==> src/rtl/mem_port_arbiter.sv <==
// -----------------------------------------------------------------------------
// mem_port_arbiter
//
// Shares one single-port data RAM between N_REQ requesters (0 = uart,
// 1 = processor, 2 = debug). Arbitration is round-robin. A granted requester
// that also raises lock keeps the port for a burst of at most MAX_LOCK
// consecutive grants. If the burst is cut off at that limit, the sticky
// busy_err flag is set.
//
// Ports
//   clk, rst        clock; asynchronous active-high reset
//   req/lock/wrEn   per-requester request, burst hold, write(1)/read(0)
//   addr/dataIn     packed per-requester address / write data (slice i)
//   gnt             one-hot grant, combinational from state and req
//   rvalid/rdata    one-hot read valid one cycle after a read grant; shared data
//   mem_*           RAM side. The RAM has a one-cycle synchronous read.
//   busy_err        sticky: a locked burst was forcibly released
//
// MAX_LOCK must be at least 1.
// -----------------------------------------------------------------------------
module mem_port_arbiter #(
   parameter int N_REQ      = 3,
   parameter int DATA_WIDTH = 48,
   parameter int ADDR_WIDTH = 12,
   parameter int MAX_LOCK   = 16
) (
   input  logic                          clk,
   input  logic                          rst,
   input  logic [N_REQ-1:0]              req,
   input  logic [N_REQ-1:0]              lock,
   input  logic [N_REQ-1:0]              wrEn,
   input  logic [N_REQ*ADDR_WIDTH-1:0]   addr,
   input  logic [N_REQ*DATA_WIDTH-1:0]   dataIn,
   output logic [N_REQ-1:0]              gnt,
   output logic [N_REQ-1:0]              rvalid,
   output logic [DATA_WIDTH-1:0]         rdata,
   output logic                          mem_wrEn,
   output logic [ADDR_WIDTH-1:0]         mem_addr,
   output logic [DATA_WIDTH-1:0]         mem_dataIn,
   input  logic [DATA_WIDTH-1:0]         mem_dataOut,
   output logic                          busy_err
);

   localparam int IDX_W = (N_REQ > 1) ? $clog2(N_REQ) : 1;
   localparam int CNT_W = $clog2(MAX_LOCK + 1);
   localparam logic [CNT_W-1:0] MAX_CNT = CNT_W'(MAX_LOCK);

   typedef enum logic {
      IDLE   = 1'b0,
      LOCKED = 1'b1
   } state_t;

   state_t             state_q, state_d;
   logic [IDX_W-1:0]   rr_ptr_q, rr_ptr_d;
   logic [IDX_W-1:0]   owner_q, owner_d;
   logic [CNT_W-1:0]   lock_cnt_q, lock_cnt_d;
   logic               busy_err_q, busy_err_d;
   logic [N_REQ-1:0]   rvalid_q, rvalid_d;

   logic [N_REQ-1:0]   gnt_raw;
   logic [IDX_W-1:0]   search_start;
   logic               rr_found;
   logic [IDX_W-1:0]   rr_idx;
   logic               hold;

   function automatic logic [IDX_W-1:0] wrap_inc(input logic [IDX_W-1:0] i);
      wrap_inc = (int'(i) == N_REQ - 1) ? '0 : i + 1'b1;
   endfunction

   // The counter saturates instead of wrapping.
   function automatic logic [CNT_W-1:0] sat_inc(input logic [CNT_W-1:0] c);
      sat_inc = (c == MAX_CNT) ? c : c + 1'b1;
   endfunction

   // Round-robin search. When a lock is released, the search starts just past
   // the owner, so the owner is found only if nobody else is requesting.
   always_comb begin
      search_start = (state_q == LOCKED) ? wrap_inc(owner_q) : rr_ptr_q;
      rr_found     = 1'b0;
      rr_idx       = '0;
      for (int k = 0; k < N_REQ; k++) begin
         if (!rr_found && req[(int'(search_start) + k) % N_REQ]) begin
            rr_found = 1'b1;
            rr_idx   = IDX_W'((int'(search_start) + k) % N_REQ);
         end
      end
   end

   // Next-state logic and grant generation.
   always_comb begin
      state_d    = state_q;
      rr_ptr_d   = rr_ptr_q;
      owner_d    = owner_q;
      lock_cnt_d = lock_cnt_q;
      busy_err_d = busy_err_q;
      gnt_raw    = '0;
      hold       = (state_q == LOCKED) && req[owner_q] && lock[owner_q];

      if (hold) begin
         gnt_raw[owner_q] = 1'b1;
         lock_cnt_d       = sat_inc(lock_cnt_q);
         if (lock_cnt_d == MAX_CNT) begin
            // Burst too long: force release and move the pointer past the owner.
            state_d    = IDLE;
            busy_err_d = 1'b1;
            rr_ptr_d   = wrap_inc(owner_q);
         end
      end else begin
         state_d = IDLE;
         if (rr_found) begin
            gnt_raw[rr_idx] = 1'b1;
            rr_ptr_d        = wrap_inc(rr_idx);
            if (lock[rr_idx]) begin
               owner_d    = rr_idx;
               lock_cnt_d = CNT_W'(1);
               // A one-cycle limit is used up by the entry grant itself.
               if (MAX_LOCK <= 1) busy_err_d = 1'b1;
               else               state_d    = LOCKED;
            end
         end else if (state_q == LOCKED) begin
            rr_ptr_d = wrap_inc(owner_q);
         end
      end
   end

   // During reset, the grant is forced low regardless of req.
   assign gnt      = rst ? '0 : gnt_raw;
   assign rvalid_d = gnt & ~wrEn;

   always_comb begin
      mem_wrEn   = 1'b0;
      mem_addr   = '0;
      mem_dataIn = '0;
      for (int i = 0; i < N_REQ; i++) begin
         if (gnt[i]) begin
            mem_wrEn   = wrEn[i];
            mem_addr   = addr[i*ADDR_WIDTH +: ADDR_WIDTH];
            mem_dataIn = dataIn[i*DATA_WIDTH +: DATA_WIDTH];
         end
      end
   end

   // The RAM returns read data one cycle after the grant, which is the same
   // cycle in which rvalid_q is set.
   assign rvalid   = rvalid_q;
   assign rdata    = (|rvalid_q) ? mem_dataOut : '0;
   assign busy_err = busy_err_q;

   always_ff @(posedge clk or posedge rst) begin
      if (rst) begin
         state_q    <= IDLE;
         rr_ptr_q   <= '0;
         owner_q    <= '0;
         lock_cnt_q <= '0;
         busy_err_q <= 1'b0;
         rvalid_q   <= '0;
      end else begin
         state_q    <= state_d;
         rr_ptr_q   <= rr_ptr_d;
         owner_q    <= owner_d;
         lock_cnt_q <= lock_cnt_d;
         busy_err_q <= busy_err_d;
         rvalid_q   <= rvalid_d;
      end
   end

endmodule

==> config.mk <==
export PLATFORM = sky130hd
export DESIGN_NAME = mem_port_arbiter
export DESIGN_NICKNAME = d
export VERILOG_FILES = /design/src/rtl/mem_port_arbiter.sv
export SDC_FILE = /design/constraint.sdc
export NUM_CORES = 1
export LEC_CHECK = 0
export ABC_AREA = 1
export CORE_AREA = 2 2 136 138
export DETAILED_ROUTE_END_ITERATION = 12
export DIE_AREA = 0 0 138 140
export SYNTH_ARGS = -nofsm -noshare
export SYNTH_HDL_FRONTEND = slang
export SYNTH_SLANG_ARGS = --single-unit
==> constraint.sdc <==
create_clock -name clk -period 3.2 [get_ports clk]
set_input_delay 0.64 -clock clk [delete_from_list [all_inputs] [get_ports clk]]
set_output_delay 0.64 -clock clk [all_outputs]
set_load 0.01 [all_outputs]
==> impl_metrics.py, run 1 <==
metrics = {
    "synth": {
        "ys_types": 29,
        "synth_warnings": 0,
        "synth_ff_type": "dfrtp_1",
        "synth-edff-count": 0,
        "syn_area_mm2": 0.00296,
        "synth-seq-cells": 14,
        "syn_nets": 803,
        "synthCells": 560,
        "async_flop_share_pct": 100,
        "ys_seq_area_share_pct": 11.8,
        "postSynthAreaPerCell_um2": 5.29,
    },
    "cells_and_area": {
        "final_core_util_pct": 51.1,
        "nNetsFinal": 1224,
        "area_growth_syn_to_layout_pct": 207,
        "nFillCells": 1689,
        "n_antenna_cell": 0,
        "stdcell_count": 1209,
        "drive_gt1_share_pct": 36.8,
    },
    "timing": {
        "setup_viol": 64,
        "period_needed_ns": 3.52,
        "period_share_pct": 110,
        "setup_ws_ns": -0.323,
        "hold_slack_ns": 0.469,
        "final_max_slew_viol_count": 0,
        "maxSlewHeadroom_pct": 58.8,
        "tightest_slew_ns": 0.615,
        "skew_ns": 0.00594,
        "hold_viol": 0,
        "fmax_ghz": 0.284,
        "rsz0062_at_grt": "yes",
    },
    "pwr": {
        "powerDensity_mw_per_mm2": 1720,
        "p_leak_nw": 4.34,
        "ir_drop_mv": 1.19,
    },
    "status": {
        "status": "finished with violations",
        "failed_checks": "setup timing",
    },
    "die": {
        "rows": 49,
        "num_io_pins": 355,
        "start_util_pct": 16.7,
        "die_area_mm2": 0.0193,
        "die_x_um": 138,
        "die_h_um": 140,
        "core_mm2": 0.0178,
    },
    "global_route": {
        "grt_max_degree": 60,
        "grt_use_met1_pct": 26.0,
        "grt_pass1_vias": 5507,
        "grtUsageTotal_pct": 21.6,
        "met3_usage_pct": 5.20,
        "antenna_found_initial": 0,
        "use_met2_pct": 38.8,
        "top_usage_layer": "met2",
        "overflow": 0,
        "grt_pass1_wl_um": 32600,
    },
    "min_path": {
        "hold_end": "busy_err$_DFFE_PP0P_",
        "hp-start": "busy_err$_DFFE_PP0P_",
        "hold_depth": 1,
        "min_path_type": "reg2reg",
    },
    "clock_network": {
        "cts_inserted_buffers": 3,
        "worstSkewPairLatency_ns": 0.25,
        "cts_tree": "built",
        "htree_num_levels": 1,
        "clock_sinks": 14,
        "clockRootBuffer": "clkbuf_16",
        "clk_path_buf_depth": 2,
        "clk_pin_slew_worst_paths_ns": 0.05,
    },
    "route": {
        "vias": 5766,
        "ant_nets": 0,
        "dr.pass1.iters": 4,
        "avgRoutedWirePerCell_um": 19.3,
        "drt_iter0_drc": 348,
        "drc_errors": 0,
        "finalWirelength_um": 23400,
        "viasPerCell": 4.77,
    },
    "setup_path": {
        "rrSetupSlack_ns": 0.53,
        "end_kind": "primary output",
        "r2r_end": "lock_cnt_q[3]$_DFFE_PP0P_",
        "worst_setup_path_start_kind": "flip-flop",
        "cp_data_required_time_ns": 2.56,
        "r2r_cells": 19,
        "path_class": "reg2out",
        "cp.arrival_ns": 2.88,
        "r2r_start": "state_q$_DFFE_PP0P_",
        "critical_path_peak_fanout": 20,
    },
    "place": {
        "dp_cells": 1143,
        "portBuffers": 354,
        "gp_congestion": 0.842,
        "hpwl_um": 14500,
    },
    "run": {
        "cap_violations": 0,
    },
}
==> power breakdown <==
part / total, W / internal [W] / switching, W
logic: 0.0151 / 0.00782 / 0.00725
registers: 0.000295 / 0.000244 / 0.0000508
clock network: 0.000271 / 0.000190 / 0.0000815
==> how the worst max path moves through the flow <==
stage	from	to	slack [ns]	cells after the start
after floorplan	owner_q[1]$_DFFE_PP0P_	mem_addr[10]	0.1	19
after global placement	req[2]	mem_dataIn[34]	-0.69	15
after detailed placement	req[0]	mem_dataIn[34]	-0.70	13
after CTS	state_q$_DFFE_PP0P_	mem_dataIn[44]	-0.35	21
after global routing	owner_q[1]$_DFFE_PP0P_	mem_dataIn[47]	-0.49	19
final	state_q$_DFFE_PP0P_	mem_wrEn	-0.32	20
==> kinds of logic after synthesis <==
| kind of cell | after synthesis | synth area share [%] |
|---|---|---|
| compound gates | 18 | 3.93 |
| xor+xnor | 3 | 0.888 |
| flops | 14 | 11.8 |
| fa+ha+maj | 4 | 1.69 |
| buf+inv | 121 | 17.0 |
| simple gates | 400 | 64.7 |
==> flip-flops by register name, summed over array words and instances (netlist names) <==
signal and cells:
busy_err 1, lock_cnt_q 5, owner_q 2, rr_ptr_q 2, rvalid 3, state_q 1
==> worst max-delay path: stages, from the launching register on <==
cell and delay (ns):
dfrtp_2 0.44, inv_2 0.08, nand2_2 0.05, nand2_2 0.09
inv_2 0.05, ha_4 0.26, buf_6 0.12, a21oi_2 0.14
nand2_2 0.09, nand2_4 0.10, nand3_4 0.09, nand2_4 0.09
nand2_4 0.05, nand2_2 0.07, nand2_2 0.06, nand2_4 0.13
buf_12 0.12, buf_12 0.15, nand4_1 0.21, nand3_2 0.13
buf_6 0.11
==> cell type report <==
class / instances / area (um2) / area share, %
Multi-Input combinational cell: 425 / 2970 / 32.7
Timing Repair Buffer: 460 / 5090 / 56.0
Inverter: 77 / 297 / 3.26
Sequential cell: 14 / 352 / 3.87
Tap cell: 229 / 287 / 3.15
Clock buffer: 4 / 88.8 / 0.977
==> routing by layer <==
metal / share of wire, % / up-vias
met2: 51 / 305
li1: - / 2731
met4: 2.2 / 0
met3: 8.2 / 38
met1: 39 / 2692
met5: 0 / -
==> per-stage QoR <==
| step | area [um2] | total power, W | setup slack (ns) | setup TNS [ns] |
|---|---|---|---|---|
| floorplan | 2960 | 0.00458 | 0.0982 | 0 |
| detailed placement | 7050 | 0.00939 | -0.699 | -40.99 |
| CTS | 8480 | 0.0144 | -0.349 | -19.33 |
| global route | 9090 | 0.0164 | -0.491 | -28.21 |
| global placement | 7050 | 0.00938 | -0.687 | -39.27 |
| finish | 9090 | 0.0156 | -0.323 | -17.62 |
==> layout by cell type, fill, tap and decap left out, types with 3 or more instances in the layout <==
| cell | count |
|---|---|
| clkdlybuf4s50_1 | 288 |
| nand3_2 | 96 |
| buf_6 | 78 |
| inv_1 | 68 |
| nand4_1 | 67 |
| nor2_1 | 61 |
| nand2_1 | 54 |
| nand3_1 | 49 |
| buf_4 | 44 |
| nand2_2 | 34 |
| nand2_4 | 26 |
| buf_12 | 22 |
| dfrtp_1 | 13 |
| buf_16 | 13 |
| clkbuf_16 | 7 |
| inv_2 | 6 |
| buf_2 | 5 |
| o211ai_1 | 4 |
| o21ai_0 | 4 |
| buf_8 | 4 |
| o21ai_2 | 3 |
| inv_4 | 3 |
| nand3_4 | 3 |
==> repair_timing <==
action                                  in CTS  in global routing
gates cloned                                19                  4
hold endpoints to repair                     0                  0
setup buffers                               40                 10
endpoints found under the setup margin      64                 64
hold buffers                                 0                  0
resized for setup                          440                146
pin swaps                                   58                 68
==> cell usage after synthesis (all sizes together), types with 2 or more instances <==
cell,instances,area (um2)
nand3,148,746
nand2,115,452
inv,77,289
nand4,68,432
nor2,65,263
buf,25,143
clkbuf,19,71.3
dfrtp,14,350
o21ai,9,56.3
ha,4,50.1
o211ai,4,30.0
a21oi,3,15.0
nor3,2,10.0
xor2,2,17.5
(Power assumes the default switching activity.)
==> run 2: changes to the inputs <==
- SLEW_MARGIN: default -> 20
==> results of run 2 <==
Same layout as run 1: the final DEF is identical, and so are final timing and power.
